--- src/rtl/uart_receiver_if.sv ---
// ----------------------------------------------------------------------------
// uart_receiver_if
// Purpose : Byte hand-off bundle between the UART receiver and its consumer.
//           The receiver (master) presents a byte with a valid/ready handshake
//           and reports framing and overrun errors as single-cycle pulses.
// Signals :
//   rx_ready     consumer -> receiver  accepts rx_data on a cycle with rx_valid=1
//   rx_data      receiver -> consumer  received byte, stable while rx_valid=1
//   rx_valid     receiver -> consumer  holding register full
//   frame_err    receiver -> consumer  1-cycle pulse, stop bit low, byte dropped
//   overrun_err  receiver -> consumer  1-cycle pulse, holding full, new byte dropped
// ----------------------------------------------------------------------------
interface uart_receiver_if;
  logic       rx_ready;
  logic [7:0] rx_data;
  logic       rx_valid;
  logic       frame_err;
  logic       overrun_err;

  modport master (
    input  rx_ready,
    output rx_data,
    output rx_valid,
    output frame_err,
    output overrun_err
  );

  modport slave (
    output rx_ready,
    input  rx_data,
    input  rx_valid,
    input  frame_err,
    input  overrun_err
  );
endinterface

--- src/rtl/uart_receiver.sv ---
// ----------------------------------------------------------------------------
// uart_receiver
// Purpose : 8N1 UART deserializer. Oversamples the asynchronous serial line at
//           OSR clocks per bit, receives LSB first, checks start/stop framing
//           and holds each byte in a single-entry output register handed off
//           through a valid/ready handshake.
// Parameters:
//   OSR          clocks per bit (even, >= 4)
//   SYNC_STAGES  flops in the serial-line synchronizer (>= 2)
// Ports   :
//   i_clk_rf       receive clock, OSR x baud rate
//   i_rst_rf_n     asynchronous active-low reset
//   i_receiver_rx  serial line, idle high, asynchronous to i_clk_rf
//   io_rx          byte hand-off bundle (master side)
// ----------------------------------------------------------------------------
module uart_receiver #(
  parameter int OSR         = 16,
  parameter int SYNC_STAGES = 2
) (
  input  logic              i_clk_rf,
  input  logic              i_rst_rf_n,
  input  logic              i_receiver_rx,
  uart_receiver_if.master   io_rx
);

  localparam int            CW        = $clog2(OSR);
  localparam logic [CW-1:0] HALF_LAST = CW'(OSR / 2 - 1);
  localparam logic [CW-1:0] BIT_LAST  = CW'(OSR - 1);

  typedef enum logic [2:0] {
    IDLE  = 3'd0,
    START = 3'd1,
    DATA  = 3'd2,
    STOP  = 3'd3,
    BREAK = 3'd4
  } state_t;

  state_t                 r_state, w_stateNext;
  logic [SYNC_STAGES-1:0] r_sync;
  logic                   w_rxS;
  logic [CW-1:0]          r_cnt, w_cntNext;
  logic [2:0]             r_bitCnt, w_bitCntNext;
  logic [7:0]             r_shift, w_shiftNext;
  logic [7:0]             r_data, w_dataNext;
  logic                   r_valid, w_validNext;
  logic                   r_frameErr, w_frameErrNext;
  logic                   r_overrun, w_overrunNext;

  // Synchronizer resets to the idle-high level so release never looks like a start bit.
  always_ff @(posedge i_clk_rf or negedge i_rst_rf_n) begin
    if (!i_rst_rf_n) begin
      r_sync <= '1;
    end else begin
      r_sync <= {r_sync[SYNC_STAGES-2:0], i_receiver_rx};
    end
  end

  assign w_rxS = r_sync[SYNC_STAGES-1];

  // State, counters and output registers all update together from the next-state logic.
  always_ff @(posedge i_clk_rf or negedge i_rst_rf_n) begin
    if (!i_rst_rf_n) begin
      r_state    <= IDLE;
      r_cnt      <= '0;
      r_bitCnt   <= '0;
      r_shift    <= '0;
      r_data     <= '0;
      r_valid    <= 1'b0;
      r_frameErr <= 1'b0;
      r_overrun  <= 1'b0;
    end else begin
      r_state    <= w_stateNext;
      r_cnt      <= w_cntNext;
      r_bitCnt   <= w_bitCntNext;
      r_shift    <= w_shiftNext;
      r_data     <= w_dataNext;
      r_valid    <= w_validNext;
      r_frameErr <= w_frameErrNext;
      r_overrun  <= w_overrunNext;
    end
  end

  // Next-state logic. The start bit is re-checked at its midpoint; from there every
  // full bit period lands the sample in the middle of the next bit. The stop
  // decision is taken mid-stop-bit so a back-to-back start still has half a bit of
  // margin. A transfer (valid & ready) empties the holding register unless a new
  // byte loads on the same edge.
  always_comb begin
    w_stateNext    = r_state;
    w_cntNext      = r_cnt;
    w_bitCntNext   = r_bitCnt;
    w_shiftNext    = r_shift;
    w_dataNext     = r_data;
    w_validNext    = r_valid & ~io_rx.rx_ready;
    w_frameErrNext = 1'b0;
    w_overrunNext  = 1'b0;

    case (r_state)
      IDLE: begin
        if (!w_rxS) begin
          w_stateNext = START;
          w_cntNext   = '0;
        end
      end

      START: begin
        if (r_cnt == HALF_LAST) begin
          w_cntNext = '0;
          if (!w_rxS) begin
            w_stateNext  = DATA;
            w_bitCntNext = '0;
          end else begin
            w_stateNext = IDLE;
          end
        end else begin
          w_cntNext = r_cnt + CW'(1);
        end
      end

      DATA: begin
        if (r_cnt == BIT_LAST) begin
          w_cntNext    = '0;
          w_shiftNext  = {w_rxS, r_shift[7:1]};
          w_bitCntNext = r_bitCnt + 3'd1;
          if (r_bitCnt == 3'd7) begin
            w_stateNext = STOP;
          end
        end else begin
          w_cntNext = r_cnt + CW'(1);
        end
      end

      STOP: begin
        if (r_cnt == BIT_LAST) begin
          w_cntNext = '0;
          if (w_rxS) begin
            w_stateNext = IDLE;
            if (!r_valid || io_rx.rx_ready) begin
              w_dataNext  = r_shift;
              w_validNext = 1'b1;
            end else begin
              w_overrunNext = 1'b1;
            end
          end else begin
            w_frameErrNext = 1'b1;
            w_stateNext    = BREAK;
          end
        end else begin
          w_cntNext = r_cnt + CW'(1);
        end
      end

      // A line held low after a bad stop bit must not start a new frame.
      BREAK: begin
        if (w_rxS) begin
          w_stateNext = IDLE;
        end
      end

      default: begin
        w_stateNext = IDLE;
        w_cntNext   = '0;
      end
    endcase
  end

  assign io_rx.rx_data     = r_data;
  assign io_rx.rx_valid    = r_valid;
  assign io_rx.frame_err   = r_frameErr;
  assign io_rx.overrun_err = r_overrun;

endmodule
--- src/flat_wrapper.sv ---
// flat-port wrapper written by rule: the top's interface ports become plain ports
module uart_receiver_flat 
#(
  parameter int OSR         = 16,
  parameter int SYNC_STAGES = 2
)
  (i_clk_rf, i_rst_rf_n, i_receiver_rx, io_rx_rx_ready, io_rx_rx_data, io_rx_rx_valid, io_rx_frame_err, io_rx_overrun_err);
  uart_receiver_if io_rx_i ();
  input  logic i_clk_rf;
  input  logic i_rst_rf_n;
  input  logic i_receiver_rx;
  input wire logic [$bits(io_rx_i.rx_ready)-1:0] io_rx_rx_ready;
  output wire logic [$bits(io_rx_i.rx_data)-1:0] io_rx_rx_data;
  output wire logic [$bits(io_rx_i.rx_valid)-1:0] io_rx_rx_valid;
  output wire logic [$bits(io_rx_i.frame_err)-1:0] io_rx_frame_err;
  output wire logic [$bits(io_rx_i.overrun_err)-1:0] io_rx_overrun_err;
  assign io_rx_i.rx_ready = io_rx_rx_ready;
  assign io_rx_rx_data = io_rx_i.rx_data;
  assign io_rx_rx_valid = io_rx_i.rx_valid;
  assign io_rx_frame_err = io_rx_i.frame_err;
  assign io_rx_overrun_err = io_rx_i.overrun_err;
  uart_receiver #(.OSR(OSR), .SYNC_STAGES(SYNC_STAGES)) u_core (.i_clk_rf(i_clk_rf), .i_rst_rf_n(i_rst_rf_n), .i_receiver_rx(i_receiver_rx), .io_rx(io_rx_i));
endmodule
--- config.mk ---
export PLATFORM = sky130hd
export DESIGN_NAME = uart_receiver_flat
export DESIGN_NICKNAME = d
export VERILOG_FILES = /design/src/rtl/uart_receiver_if.sv /design/src/rtl/uart_receiver.sv /design/src/flat_wrapper.sv
export SDC_FILE = /design/constraint.sdc
export NUM_CORES = 1
export LEC_CHECK = 0
export CAP_MARGIN = 20
export CORE_MARGIN = 5
export CORE_UTILIZATION = 50
export CTS_CLUSTER_SIZE = 40
export DETAILED_ROUTE_END_ITERATION = 10
export PLACE_DENSITY_LB_ADDON = 0.25
export SLEW_MARGIN = 25
export SYNTH_ARGS = -nofsm -noshare
export SYNTH_HDL_FRONTEND = slang
export SYNTH_SLANG_ARGS = --single-unit
--- constraint.sdc ---
create_clock -name i_clk_rf -period 2.4 [get_ports i_clk_rf]
set_clock_uncertainty 0.05 [all_clocks]
set_input_delay 0.36 -clock i_clk_rf [delete_from_list [all_inputs] [get_ports i_clk_rf]]
set_output_delay 0.36 -clock i_clk_rf [all_outputs]
set_load 0.01 [all_outputs]
==> results_dict.tcl, run 1 <==
set metrics [dict create \
    synth-edff-count 0 \
    synth_common_cells "29 x dfrtp_1, 8 x mux2_1, 8 x mux2_4" \
    crit_buf_inv 1 \
    path_cells "ha_1, and3b_2, nand4_4, nor2b_2, buf_4, mux2_4" \
    die_area_mm2 0.003866 \
    fmax_ghz 0.5564 \
    routed_wl_um 2171 \
    synth_cells 99 \
    floorplan.io_pins 15 \
    arrival_ps 1960 \
    grt_start_max_net_pins 32 \
    synth_top_area_share_pct 53.31 \
    rsz0062_at_grt "no" \
    h-tree-depth 2 \
    startpoint_type "register" \
    relSlewSlack_pct 71.71 \
    fin_hold_ws_ps 309.8 \
    clk_latency_ps 320 \
    grt.overflow.total 0 \
    synth-seq-cells 31 \
    synth_area_mm2 0.001361 \
    post-route-min-period_ps 1797 \
    setup_tns_ps 0 \
    cts_tree "done" \
    reg2reg_depth 6 \
    hpwl_um 1517 \
    synth_area_leaders "dfrtp_1 53%, mux2_4 8.8%, mux2_1 6.6%, dfstp_2 3.9%, ha_1 2.8%" \
    yosysTopAreaCell "dfrtp_1" \
    antenna_found_initial 0 \
    die_h_um 62.18 \
    async_flop_share_pct 100.0 \
    cts_sinks 31 \
    max-cap-violations 0 \
    vias_per_cell 5.313 \
    grt_pass1_vias 828 \
    grtUsageTotal_pct 13.13 \
    drv_slew 0 \
    crit_cells 6 \
    worstSetupPathType "reg -> reg" \
    hold_path_class "reg -> reg" \
    syn_nets 106 \
    syn_area_per_cell_um2 13.75 \
    synth_flop_cell "dfrtp_1" \
    cts_hold_buf 0 \
    ir_drop_uv 734.9 \
    crit_fanout 8 \
    diodes 0 \
    critPathTopFamily "simple AND/OR/NAND/NOR gates" \
    wl_per_cell_um 14.47 \
    finalSetupViolCount 0 \
    drt-initial-drc-count 8 \
    yosysMostFrequentCell "dfrtp_1" \
    cp_slowest_cell "dfrtp_1" \
    tightest_slew_ps 419.9 \
    slowest_delay_ps 400 \
    timing.final.ws_setup_ps 602.6 \
    nets 125 \
    outcome "finished clean" \
    vias 797 \
    die_x_um 62.18 \
    drc_errors 0 \
    max-clock-path-buffers 2 \
    crit_required_ps 2560 \
    finish.instance_area_mm2 0.001595 \
    fillers 215 \
    ant_nets 0 \
    drive_above_1_share_pct 24.37 \
    place_area_mm2 0.001526 \
    syn2layout_area_growth_pct 17.19 \
    core-area_mm2 0.002686 \
    ctsRootBufferMaster "clkbuf_4" \
    post_cts_buffers 0 \
    ys_seq_area_share_pct 57.17 \
    initial_core_util_pct 50.68 \
    fin_crit_sh_pct 74.89 \
    gp_congestion 0.7942 \
    end_kind "register" \
    power_density_mw_per_mm2 735.7 \
    hold_viol_final 0 \
    port_buffers 14 \
    cts_resized 0 \
    cts_made_buffers 5 \
    clkTransAtPathRegs_ps 90 \
    finalPower_mw 1.174 \
    yosys.cell_types.count 34 \
    grt_pass1_wl_um 3843 \
    row_count 19 \
    dr.pass1.iters 4 \
    yosys_warnings 0 \
    hold_path_depth 0 \
    place_ws_ps 610.7 \
    power_leakage_nw 0.7603 \
]
## power breakdown
part	switching [mW]	leakage, nW	total [mW]	internal (mW)
logic	0.0914	0.303	0.182	0.0907
clock network	0.165	0.0386	0.337	0.172
registers	0.0813	0.418	0.655	0.573
total	0.338	0.760	1.17	0.836
## state kept, by name, summed over array words and instances (netlist names)
signal                    flops
u_core.io_rx.rx_valid         1
u_core.r_sync                 2
u_core.r_bitCnt               3
u_core.io_rx.frame_err        1
u_core.io_rx.rx_data          8
u_core.r_cnt                  4
u_core.io_rx.overrun_err      1
u_core.r_state                3
u_core.r_shift                8
## cells in the final DEF, fill, tap and decap left out, types with 4 or more instances in the layout
cell and n:
mux2_4 8, nand2_1 5, clkdlybuf4s50_1 14, clkbuf_4 5, a22o_1 4, mux2_1 8
nor2_1 7, dfrtp_1 29
## worst register-to-register path, stage by stage (launching register included)
cell and delay, ps:
dfrtp_1 400, ha_1 240, and3b_2 260, nand4_4 110, nor2b_2 130, buf_4 200, mux2_4 310
## metal layers
layer	up-vias	part of all wire, %	global-route usage, %
met3	5	6.2	7.207
met1	385	46	15.93
li1	392	-	-
met2	15	45	18.65
met4	0	2.2	6.504
met5	-	0	0
## final cells by class
type | count | area [um2] | area share (%)
flip-flops and latches | 31 | 778.2 | 48.78
repair buffers | 17 | 162.7 | 10.20
well taps | 31 | 38.79 | 2.431
clock buffers | 8 | 68.82 | 4.314
multi-input cells | 63 | 546.8 | 34.27
## stage by stage
step | std cells | utilization, %
final | 150 | 59.39
after global routing | 150 | 59.39
after CTS | 150 | 59.39
after detailed placement | 142 | 56.82
after global placement | 142 | 56.82
after floorplan | 99 | -
## kinds of logic (layout without fill, tap and decap cells)
| logic type | Yosys count | in the layout | share of synthesized area, % |
|---|---|---|---|
| multiplexers | 18 | 18 | 17.10 |
| buffers and inverters | 5 | 25 | 2.664 |
| flip-flops | 31 | 31 | 57.17 |
| AO/OA/AOI/OAI | 14 | 14 | 6.893 |
| AND/OR/NAND/NOR | 27 | 27 | 12.78 |
| adder cells (fa/ha/maj) | 3 | 3 | 2.758 |
| XOR/XNOR | 1 | 1 | 0.6435 |
## final timing paths
kind	from	to	slack, ps
max	u_core.r_cnt[0]$_DFFE_PN0P_	u_core.io_rx.rx_data[4]$_DFFE_PN0P_	600
min	u_core.r_sync[0]$_DFF_PN1_	u_core.r_sync[1]$_DFF_PN1_	310
max reg2reg	u_core.r_cnt[0]$_DFFE_PN0P_	u_core.io_rx.rx_data[4]$_DFFE_PN0P_	600
min reg2reg	u_core.r_sync[0]$_DFF_PN1_	u_core.r_sync[1]$_DFF_PN1_	310
max in group asynchronous	i_rst_rf_n	u_core.r_sync[1]$_DFF_PN1_	1610
min in group asynchronous	i_rst_rf_n	u_core.io_rx.rx_data[2]$_DFFE_PN0P_	370
Note: power is estimated with default switching activity, not from simulation.
==> inputs of run 2 (changes only) <==
--- a/config.mk
+++ b/config.mk
@@ -7,7 +7,7 @@
 export LEC_CHECK = 0
 export CAP_MARGIN = 20
 export CORE_MARGIN = 5
-export CORE_UTILIZATION = 50
+export CORE_UTILIZATION = 49
 export CTS_CLUSTER_SIZE = 40
 export DETAILED_ROUTE_END_ITERATION = 10
 export PLACE_DENSITY_LB_ADDON = 0.25
==> constraint.sdc (replaced) <==
create_clock -name i_clk_rf -period 1.6 [get_ports i_clk_rf]
set_clock_uncertainty 0.05 [all_clocks]
set_input_delay 0.24 -clock i_clk_rf [delete_from_list [all_inputs] [get_ports i_clk_rf]]
set_output_delay 0.24 -clock i_clk_rf [all_outputs]
set_load 0.01 [all_outputs]
==> run 2 against run 1 <==
Non-clock buffer count is 13 higher. Die area grew 1.7%. Cell count rose by 8.7%. Clock power increased by 57%. Register-to-register slack got worse by 590 ps. Sequential share of layout area decreased by 3.9 points. Setup slack got worse by 590 ps. Worst hold slack worse by 85 ps. Critical path depth is the same. First-iteration DRC count grew 88%. Count of clock-buffer cells in the layout is 1 lower.
==> results_dict.tcl, run 2 (synthesis results as in run 1) <==
set metrics [dict create \
    outcome "finished clean" \
    fillers 216 \
    place_ws_ps -47.64 \
    port_buffers 14 \
    end_kind "register" \
    tightest_slew_ps 372.9 \
    max-cap-violations 0 \
    floorplan.io_pins 15 \
    grt_pass1_vias 913 \
    max-clock-path-buffers 2 \
    seqPwrFrac_pct 50.0 \
    grt_pass1_wl_um 4257 \
    top_layer "met4" \
    cts_made_buffers 5 \
    grtUsageTotal_pct 13.89 \
    drive_above_1_share_pct 34.09 \
    startpoint_type "register" \
    post-route-min-period_ps 1590 \
    vias 863 \
    power_leakage_nw 0.9081 \
    gp_congestion 0.8118 \
    power_density_mw_per_mm2 1102 \
    crit_required_ps 1780 \
    final_cell_mix "28 x dfrtp_1, 15 x buf_4, 10 x clkdlybuf4s50_1" \
    hold_viol_final 0 \
    drc_errors 0 \
    core-area_mm2 0.002710 \
    combPwrFrac_pct 22.4 \
    power_frac_clock_pct 27.6 \
    h-tree-depth 2 \
    worstSetupPathType "reg -> reg" \
    antenna_found_initial 0 \
    die_area_mm2 0.003933 \
    hold_path_class "in -> async" \
    die_x_um 62.71 \
    r2r_start "u_core.r_cnt[0]$_DFFE_PN0P_" \
    clkTransAtPathRegs_ps 100 \
    ir_drop_uv 911.4 \
    row_count 19 \
    cts_tree "done" \
    fmax_ghz 0.6289 \
    wl_met2_um 1124 \
    clk_latency_ps 330 \
    fin_crit_sh_pct 99.37 \
    cts_sinks 31 \
    drt-initial-drc-count 15 \
    initial_core_util_pct 50.23 \
    wl_per_cell_um 14.58 \
    ctsRootBufferMaster "clkbuf_4" \
    drv_slew 0 \
    diodes 0 \
    layout_commonest_cell "dfrtp_1" \
    dr_wl_met3_um 108 \
    finalSetupViolCount 0 \
    grt_start_max_net_pins 32 \
    routed_wl_um 2376 \
    switchingPower_uw 557.0 \
    crit_fanout 8 \
    swShare_pct 29.07 \
    dr.pass1.iters 4 \
    syn2layout_area_growth_pct 27.67 \
    vias_per_cell 5.294 \
    finalPower_mw 1.916 \
    ant_nets 0 \
    rsz0062_at_grt "yes" \
    grt.overflow.total 0 \
    arrival_ps 1770 \
    die_h_um 62.71 \
    hpwl_um 1642 \
    timing.final.ws_setup_ps 10.03 \
    crit_start "u_core.r_cnt[0]$_DFFE_PN0P_" \
    finish.instance_area_mm2 0.001738 \
    cts_hold_buf 0 \
    p_int_mw 1.359 \
    place_area_mm2 0.001624 \
    nets 138 \
    met1_length_um 1072 \
    relSlewSlack_pct 75.14 \
]
-- run 2: changes by cell type in the layout (fill, tap and decap cells not counted), sizes merged --
| cell | delta |
|---|---|
| buf | +13 |
| clkbuf | -1 |
| dlymetal6s2s | +4 |
| clkdlybuf4s50 | -4 |
| clkinvlp | +1 |
-- run 2: area by class of cell --
class	count	area [um2]	share of cell area [%]
sequential	31	779.5	44.85
multi-input combinational	63	564.3	32.47
timing repair buffer	30	282.8	16.27
clock buffer	7	65.06	3.744
tap	31	38.79	2.232
clock inverter	1	7.507	0.4320
-- run 2: stage by stage --
step / cells / setup TNS, ps / hold slack [ps] / util, %
after floorplan: 99 / -142.3 / -105.6 / -
after global placement: 153 / -176.5 / 302.4 / 59.93
after detailed placement: 153 / -344.1 / 303.4 / 59.93
after CTS: 162 / -104.7 / 237.6 / 63.07
after global routing: 163 / -538.9 / 247.6 / 64.13
final: 163 / 0 / 225.2 / 64.13
-- run 2: final timing paths --
| path | to | slack (ps) | cells after the start |
|---|---|---|---|
| max reg2reg | u_core.io_rx.rx_data[4]$_DFFE_PN0P_ | 10 | 6 |
| min reg2reg | u_core.r_sync[1]$_DFF_PN1_ | 320 | 0 |
| min | u_core.io_rx.rx_data[0]$_DFFE_PN0P_ | 230 | 2 |
| max | u_core.io_rx.rx_data[4]$_DFFE_PN0P_ | 10 | 6 |
| max in group asynchronous | u_core.r_sync[0]$_DFF_PN1_ | 950 | 2 |
| min in group i_clk_rf | u_core.r_sync[0]$_DFF_PN1_ | 270 | 1 |
-- run 2: layer usage --
layer / global-route usage (%) / vias up
met3: 3.957 / 9
li1: - / 416
met1: 17.57 / 418
met5: 0 / -
met2: 21.11 / 20
met4: 7.958 / 0
-- run 2: what timing repair did --
| item | CTS | global route |
|---|---|---|
| pin swaps | 2 | 0 |
| buffers inserted | 1 | 1 |
| endpoints found under the setup margin | 8 | 23 |
| gates resized for setup | 1 | 7 |
-- run 2: worst max-delay path, stage by stage (launching register included) --
cell and delay [ps]:
dfrtp_1 400, ha_4 160, and3b_2 210, nand4_4 90
nor2b_4 150, buf_12 140, mux2_4 300
-- run 2: power groups by stage --
stage	registers [mW]	logic, mW	clock network [mW]
2_1_floorplan	0.924	0.283	0
3_3_place_gp	0.956	0.389	0
3_5_place_dp	0.961	0.403	0
4_1_cts	0.946	0.423	0.547
5_1_grt	0.973	0.496	0.591
6_report	0.958	0.428	0.529
